$ cat src/rtl/pe_array_pkg.sv
// Shared constants and state encoding for the PE array tile scheduler.
// Kernel geometry and weight-control encodings live here.
package pe_array_pkg;

  localparam int PE_ROWS = 3;
  localparam int KERNEL  = 3;

  typedef enum logic [2:0] {
    IDLE,
    CLR_ALL,
    LOAD_W,
    FEED,
    WAIT,
    EMIT,
    CLR_ROW,
    DONE
  } state_t;

  localparam logic [1:0] WC_HOLD = 2'b00;
  localparam logic [1:0] WC_LOAD = 2'b01;
  localparam logic [1:0] WC_ROT  = 2'b10;

endpackage

$ cat src/rtl/pe_row_ptr.sv
// Modulo-N wrap counter selecting the PE row that owns the next output.
// Provides synchronous clear, increment and a one-hot decode.
module pe_row_ptr #(
  parameter int N  = 3,
  parameter int PW = 2
) (
  input  logic          clk,
  input  logic          rst,
  input  logic          clr,
  input  logic          inc,
  output logic [PW-1:0] ptr,
  output logic [N-1:0]  onehot
);

  always_ff @(posedge clk) begin
    if (rst || clr) begin
      ptr <= '0;
    end else if (inc) begin
      ptr <= (ptr == PW'(N - 1)) ? '0 : ptr + 1'b1;
    end
  end

  always_comb begin
    onehot = '0;
    for (int i = 0; i < N; i++) begin
      onehot[i] = (ptr == PW'(i));
    end
  end

endmodule

$ cat src/rtl/pe_array_sched.sv
// Control sequencer for the 3-row PE array over one 3x3 conv tile:
// weight load, row feed, settle wait, output drain and row clear.
module pe_array_sched
  import pe_array_pkg::*;
#(
  parameter int PE_ROWS = 3,
  parameter int PE_LAT  = 4,
  parameter int ROW_W   = 8
) (
  input  logic               clk,
  input  logic               rst,
  input  logic               cmd_valid,
  output logic               cmd_ready,
  input  logic [ROW_W-1:0]   cmd_rows,
  output logic               cmd_err,
  input  logic               w_valid,
  output logic               w_ready,
  input  logic               f_valid,
  output logic               f_ready,
  output logic               o_valid,
  input  logic               o_ready,
  output logic [ROW_W-1:0]   o_row_idx,
  output logic [1:0]         weight_control,
  output logic [PE_ROWS-1:0] pe_rst_n,
  output logic [PE_ROWS-1:0] output_en_line,
  output logic               busy,
  output logic               done
);

  localparam int WCW = (PE_LAT > 1) ? $clog2(PE_LAT) : 1;
  localparam int PW  = (PE_ROWS > 1) ? $clog2(PE_ROWS) : 1;

  state_t state, state_n;

  logic [ROW_W-1:0]   rows;
  logic [ROW_W-1:0]   rows_in;
  logic [WCW-1:0]     wait_cnt;
  logic [PW-1:0]      ptr;
  logic [PE_ROWS-1:0] ptr_oh;
  logic               cmd_acc;
  logic               cmd_ok;
  logic               f_hs;

  assign cmd_acc = cmd_ready & cmd_valid;
  assign cmd_ok  = (cmd_rows >= ROW_W'(KERNEL));
  assign f_hs    = (state == FEED) & f_valid;
  assign w_ready = (state == LOAD_W);
  assign f_ready = (state == FEED);

  pe_row_ptr #(
    .N  (PE_ROWS),
    .PW (PW)
  ) u_ptr (
    .clk    (clk),
    .rst    (rst),
    .clr    (state == CLR_ALL),
    .inc    (state == CLR_ROW),
    .ptr    (ptr),
    .onehot (ptr_oh)
  );

  always_comb begin
    state_n        = state;
    weight_control = WC_HOLD;
    unique case (state)
      IDLE: begin
        if (cmd_acc && cmd_ok) state_n = CLR_ALL;
      end
      CLR_ALL: state_n = LOAD_W;
      LOAD_W: begin
        if (w_valid) begin
          weight_control = WC_LOAD;
          state_n        = FEED;
        end
      end
      FEED: begin
        if (f_valid) state_n = WAIT;
      end
      WAIT: begin
        if (wait_cnt == '0) begin
          weight_control = WC_ROT;
          state_n = (rows_in >= ROW_W'(KERNEL)) ? EMIT : FEED;
        end
      end
      EMIT: begin
        if (o_ready) state_n = CLR_ROW;
      end
      CLR_ROW: state_n = (rows_in == rows) ? DONE : FEED;
      DONE:    state_n = IDLE;
      default: state_n = IDLE;
    endcase
  end

  // Registered outputs follow the state being entered, so they line up with it.
  always_ff @(posedge clk) begin
    if (rst) begin
      state          <= IDLE;
      rows           <= '0;
      rows_in        <= '0;
      wait_cnt       <= '0;
      cmd_ready      <= 1'b0;
      cmd_err        <= 1'b0;
      o_valid        <= 1'b0;
      o_row_idx      <= '0;
      output_en_line <= '0;
      pe_rst_n       <= '0;
      busy           <= 1'b0;
      done           <= 1'b0;
    end else begin
      state <= state_n;
      if (cmd_acc && cmd_ok) begin
        rows    <= cmd_rows;
        rows_in <= '0;
      end
      if (f_hs) begin
        rows_in  <= rows_in + 1'b1;
        wait_cnt <= WCW'(PE_LAT - 1);
      end else if (state == WAIT && wait_cnt != '0) begin
        wait_cnt <= wait_cnt - 1'b1;
      end
      cmd_ready      <= (state_n == IDLE);
      cmd_err        <= cmd_acc && !cmd_ok;
      o_valid        <= (state_n == EMIT);
      o_row_idx      <= (state_n == EMIT) ? rows_in - ROW_W'(KERNEL) : '0;
      output_en_line <= (state_n == EMIT) ? ptr_oh : '0;
      busy           <= (state_n != IDLE);
      done           <= (state_n == DONE);
      if (state_n == CLR_ALL) begin
        pe_rst_n <= '0;
      end else if (state_n == CLR_ROW) begin
        pe_rst_n <= ~ptr_oh;
      end else begin
        pe_rst_n <= '1;
      end
    end
  end

endmodule

$ cat config.mk
export PLATFORM = sky130hd
export DESIGN_NAME = pe_array_sched
export DESIGN_NICKNAME = d
export VERILOG_FILES = /design/src/rtl/pe_array_pkg.sv /design/src/rtl/pe_row_ptr.sv /design/src/rtl/pe_array_sched.sv
export SDC_FILE = /design/constraint.sdc
export NUM_CORES = 1
export LEC_CHECK = 0
export ABC_AREA = 1
export CAP_MARGIN = 20
export CORE_UTILIZATION = 39
export DETAILED_ROUTE_END_ITERATION = 7
export PLACE_DENSITY = 0.62
export SLEW_MARGIN = 30
export SYNTH_ARGS = -nofsm -noshare
export SYNTH_HDL_FRONTEND = slang
export SYNTH_SLANG_ARGS = --single-unit
$ cat constraint.sdc
create_clock -name clk -period 2.6 [get_ports clk]
set_input_delay 0.52 -clock clk [delete_from_list [all_inputs] [get_ports clk]]
set_output_delay 0.52 -clock clk [all_outputs]
set_load 0.02 [all_outputs]
* Word-level counts from Yosys, hierarchy flattened
Cells that the tools add are included.
** Storage, ports and cells
- Logic and storage cells :: 69
- Register bits after elaboration :: 42
- Input port bits :: 14
- Output and inout port bits :: 23
** Cells by class
- Order comparisons :: 2
- $add $sub $neg :: 4
- Reductions and logical operators :: 15
- Mux-type cells :: 17
- Bitwise logic cells :: 4
- Eq/ne operators :: 14
** Operator list (number)
- 2-to-1 mux 3 bit :: 8
- one-hot mux 3 bit (8 select lines) :: 1
- == test 3 bit (second input constant) :: 7
- greater-or-equal comparator 8 x 2 -> 1 bit (second input constant) :: 2
- 2-to-1 mux 8 bit :: 2
- adder 8 x 1 -> 8 bit (second input constant) :: 1
- == test 8 bit :: 1
- 2-to-1 mux 2 bit :: 4
- subtractor 8 x 2 -> 8 bit (second input constant) :: 1
- == test 3 x 1 -> 1 bit (second input constant) :: 2
- == test 3 x 2 -> 1 bit (second input constant) :: 2
- logical NOT 3 bit :: 2
- nonzero test 2 bit :: 3
- logical NOT 2 bit :: 2
- one-hot mux 2 bit (2 select lines) :: 1
- OR reduction 2 bit :: 2
- logical AND 1 bit :: 3
- inverter 3 bit :: 1
- nonzero test 3 bit :: 1
- adder 2 x 1 -> 2 bit (second input constant) :: 1
- AND 1 bit :: 2
- == test 2 x 1 -> 1 bit (second input constant) :: 1
- == test 2 bit (second input constant) :: 1
- subtractor 2 x 1 -> 2 bit (second input constant) :: 1
- 4 further kinds :: 4

* Longest topological paths before layout
- Depth in word-level cells :: 7
- Depth in mapped cells :: 11
- Mapped depth without buffers :: 10

* Cells and area by module
A second synthesis with hierarchy kept.
** Unflattened totals
- Cell total of the unflattened synthesis :: 275
- Area, all modules :: 1971.9 um^2
** By module, submodules not included
- pe_array_sched :: area an instance 1874.3 um^2, seq. area each 800.8 um^2, times used 1, cells each 258
- pe_row_ptr :: area an instance 97.6 um^2, seq. area each 40.0 um^2, times used 1, cells each 17

* Worst setup path before layout
Ideal clock, no wire load.
- Path type :: in2reg
- Start point :: input cmd_rows[1]
- End point :: register o_row_idx[1]
- Data arrival time :: 1.455 ns
- Setup slack :: 1.072 ns
- Stages on the path :: 9
- Buffers on the path :: 1
- Library setup time :: 0.073 ns
- Data required time :: 2.527 ns
- Cells stage by stage :: nand2_1 nand2_1 nor2_1 nor2_2 nor2_1 nor2_2 nand2_1 buf_6 nor3_2
** Between the ends
- Longest elaborated chain between the ends :: 7
** RTL lines
- from (decl) :: RTL line pe_array_sched.sv:14 : input logic [ROW_W-1:0] cmd_rows,
- greater-or-equal comparator 8 x 2 -> 1 bit :: RTL line pe_array_sched.sv:45 : assign cmd_ok = (cmd_rows >= ROW_W'(KERNEL));
- logical AND 1 bit :: RTL line pe_array_sched.sv:67 : if (cmd_acc && cmd_ok) state_n = CLR_ALL;
- 2-to-1 mux 3 bit :: RTL line pe_array_sched.sv:67
- one-hot mux 3 bit (8 select lines) :: RTL line pe_array_sched.sv:65 : unique case (state)
- == test 3 bit :: RTL line pe_array_sched.sv:124 : o_row_idx <= (state_n == EMIT) ? rows_in - ROW_W'(KERNEL) : '0;
- inverter 1 bit (no line)
- OR reduction 2 bit (no line)
- to (signal assigned) :: RTL line pe_array_sched.sv:124
- to (decl) :: RTL line pe_array_sched.sv:22 : output logic [ROW_W-1:0] o_row_idx,
No other way between the ends.
A chain may end at the register's enable or synchronous reset.

* Final worst setup path
- Start point :: input w_valid
- End point :: output weight_control[0]
** Between the ends
- Longest elaborated chain between the ends :: 2
** RTL lines
- from (decl) :: RTL line pe_array_sched.sv:16 : input logic w_valid,
- 2-to-1 mux 1 bit :: RTL line pe_array_sched.sv:71 : if (w_valid) begin
- one-hot mux 2 bit (2 select lines) :: RTL line pe_array_sched.sv:65
- to (decl) :: RTL line pe_array_sched.sv:23 : output logic [1:0] weight_control,
No other way between the ends.

==> flow_metrics.py <==
metrics = {
    "timing": {
        "setup_viol_count_final": 0,
        "fmax_mhz": 440.9,
        "postLayoutSetupSlackWorst_ps": 331.9,
        "setup_tns_ps": 0,
        "hold_viol_final": 0,
        "layout_min_cycle_time_ps": 2268,
        "maxSlewViolCount": 0,
        "worst_pin_slew_ps": 370.4,
        "hold_ws_ps": 481.4,
        "final.setup_skew_ps": 7.132,
        "max-slew-margin-rel": 0.7528,
        "rsz0062_at_grt": "no",
        "fin_crit_sh": 0.8724,
    },
    "clock_network": {
        "h-tree-depth": 2,
        "post_cts.repair.setup_buffers": 0,
        "clock-sinks": 42,
        "max-clock-path-buffers": 2,
        "cts_tree": "built",
        "cts_root_buf": "clkbuf_8",
        "cts.clk_slew.worst_paths_ps": 80,
        "numCtsBuffers": 5,
        "cts_hold_buf": 0,
        "clk_latency_ps": 300,
        "cts-resized-gates": 0,
    },
    "worst_setup_path": {
        "cp_top_family": "buffers and inverters",
        "cp_slowest_cell": "clkdlybuf4s50_1",
        "rr_worst_depth": 8,
        "crit_path_start_kind": "primary input",
        "crit_chain": "clkdlybuf4s50_1 -> nand4_1 -> inv_1 -> clkdlybuf4s50_1",
        "timing.rr.end": "output_en_line[1]$_SDFF_PP0_",
        "cp_max_fo": 2,
        "endpoint_kind": "output port",
        "crit_type": "primary input to output port",
        "r2r-start": "state[2]$_SDFF_PP0_",
        "cp_slowest_stage_delay_ps": 590,
        "critPathBufInv": 3,
        "r2r_slack_ps": 820,
        "crit_top_cell": "clkdlybuf4s50_1",
        "path_depth": 4,
        "arrival_ps": 1750,
        "critPathRequiredTime_ps": 2080,
    },
    "yosys": {
        "seq_area_frac_synth": 0.4288,
        "synth.distinct_cells": 27,
        "synthesis.nets": 287,
        "yosysWarningCount": 0,
        "synthCells": 271,
        "synth-seq-cells": 42,
        "avgSynthCellArea_um2": 7.235,
        "syn_area_um2": 1961,
    },
    "global_route": {
        "antenna_found_initial": 0,
        "grt_pass1_vias": 1595,
        "grt_usage": 0.1710,
        "grt_start_max_net_pins": 14,
        "grt_overflow": 0,
        "grt_pass1_wl_um": 6996,
    },
    "floorplanning": {
        "core_um2": 4786,
        "num_rows": 25,
        "start_util": 0.4097,
        "die_area_um2": 5315,
        "die_width_um": 72.91,
        "die_y_um": 72.91,
        "io-pin-count": 37,
    },
    "drt": {
        "wire_per_inst_um": 10.45,
        "num_vias": 1775,
        "totalWireLength_um": 3960,
        "vias_per_cell": 4.683,
        "dr.pass1.iters": 4,
        "post-route-drc-count": 0,
        "ant_nets": 0,
        "drtIter0Drc": 122,
    },
    "power": {
        "p_leak_nw": 1.075,
        "p_sw_mw": 0.6291,
        "combinationalPowerShare": 0.323,
        "power_frac_seq": 0.428,
        "switching_share": 0.3570,
        "pwr-share-clk": 0.249,
        "internal_power_mw": 1.133,
        "p_per_area_nw_per_um2": 709.7,
        "peakVddDrop_v": 0.0005976,
    },
    "place": {
        "dp_slack_ps": 331.0,
        "numPortBuffers": 36,
        "placed_cell_area_um2": 2391,
        "place.gp.congestion": 0.7765,
        "hpwl_um": 2989,
    },
    "worst_hold_path": {
        "hold_path.class": "flop to flop",
        "whs_path_depth": 2,
        "whs_endpoint": "rows[5]$_SDFFE_PP0P_",
        "min_from": "rows[5]$_SDFFE_PP0P_",
    },
    "final_layout": {
        "final_util": 0.5187,
        "nets": 327,
        "synthToLayoutAreaGrowth_pct": 26.61,
        "stdcell_area_um2": 2482,
        "drive_gt1_frac": 0.08974,
        "n_antenna_cell": 0,
    },
    "flow_run": {
        "maxCapViolCount": 0,
    },
    "outcome": {
        "status": "finished clean",
    },
}
==> synthesized netlist by cell type <==
cell type | n | area, um2
a31oi_1 | 1 | 6.260
a211oi_1 | 2 | 15.01
nor3b_1 | 1 | 7.510
xnor2_1 | 4 | 35.03
buf_2 | 2 | 10.01
buf_6 | 2 | 22.52
nand4_1 | 4 | 25.02
nor4_1 | 1 | 6.260
nand2_1 | 50 | 187.7
o21a_1 | 1 | 7.510
ha_1 | 2 | 25.02
xor2_1 | 5 | 43.79
a21oi_1 | 12 | 60.06
or2_2 | 1 | 6.260
nand3_2 | 1 | 10.01
nand3_1 | 12 | 60.06
nor3_1 | 7 | 35.03
inv_1 | 38 | 142.6
nand2_2 | 3 | 18.77
o31ai_1 | 2 | 15.01
nor2_4 | 1 | 11.26
clkbuf_1 | 3 | 11.26
nor3_2 | 9 | 90.09
o21ai_0 | 15 | 75.07
nor2_1 | 48 | 180.2
nor2_2 | 2 | 12.51
dfxtp_1 | 42 | 840.8
==> worst reg2reg max path: cells and delay by family, from the launching register on <==
kind / cells / cell delay [ps]
and+or+nand+nor: 8 / 1160
DFF: 1 / 550
==> per-stage QoR <==
stage / power [mW] / cells
after detailed placement: 1.339 / 371
after floorplan: 1.176 / 271
after global placement: 1.332 / 371
after CTS: 1.781 / 379
after global routing: 1.894 / 379
final: 1.762 / 379
==> metal layers <==
metal,wire [um],vias up,track usage
met4,63,0,0.06972
met1,2019,793,0.2239
met2,1728,39,0.2700
met5,0,-,0
li1,-,937,-
met3,149,6,0.04144
==> kinds of logic (layout without fill, tap and decap cells) <==
kind of cell / count (synthesis) / after routing / synth area share
AOI/OAI and AO/OA: 33 / 33 / 0.09126
adders and majority gates: 2 / 2 / 0.01276
buffers and inverters: 45 / 86 / 0.09509
xor gates and xnor gates: 9 / 9 / 0.04020
DFF: 42 / 42 / 0.4288
and+or+nand+nor: 140 / 140 / 0.3318
==> power by group through the flow <==
| stage | Sequential (mW) | Combinational [mW] | Clock, mW |
|---|---|---|---|
| final | 0.754 | 0.570 | 0.438 |
| after global routing | 0.763 | 0.654 | 0.477 |
| after CTS | 0.754 | 0.574 | 0.453 |
| after detailed placement | 0.769 | 0.570 | 0 |
| after global placement | 0.769 | 0.563 | 0 |
| after floorplan | 0.788 | 0.389 | 0 |
==> area by class of cell <==
class,count,area (um2)
fill,507,2303
multi-input combinational,184,933.4
sequential,42,840.8
timing repair buffer,40,390.4
inverter,38,142.6
clock buffer,7,86.33
tap,67,83.83
clock inverter,1,5.005
==> worst max-delay path by stage <==
stage	from	slack, ps	end
2_1_floorplan	cmd_rows[1]	1070	o_row_idx[1]$_SDFF_PP0_
3_3_place_gp	w_valid	340	weight_control[0]
3_5_place_dp	w_valid	330	weight_control[0]
4_1_cts	w_valid	330	weight_control[0]
5_1_grt	state[2]$_SDFF_PP0_	240	weight_control[0]
6_report	w_valid	330	weight_control[0]
==> sequential cells by signal, summed over array words and instances, names as in the netlist, 2 cells and up <==
register,flops
o_row_idx,8
rows,8
rows_in,8
output_en_line,3
pe_rst_n,3
state,3
u_ptr.ptr,2
wait_cnt,2
==> placed cells by master (no fill, tap or decap), types with 6 or more instances in the layout <==
cell and n:
clkbuf_8 6, a21oi_1 12, nor2_1 48, dfxtp_1 42
nor3_2 9, o21ai_0 15, nand3_1 12, inv_1 38
clkdlybuf4s50_1 36, nor3_1 7, nand2_1 50
Power figures use the tool's default switching activity.
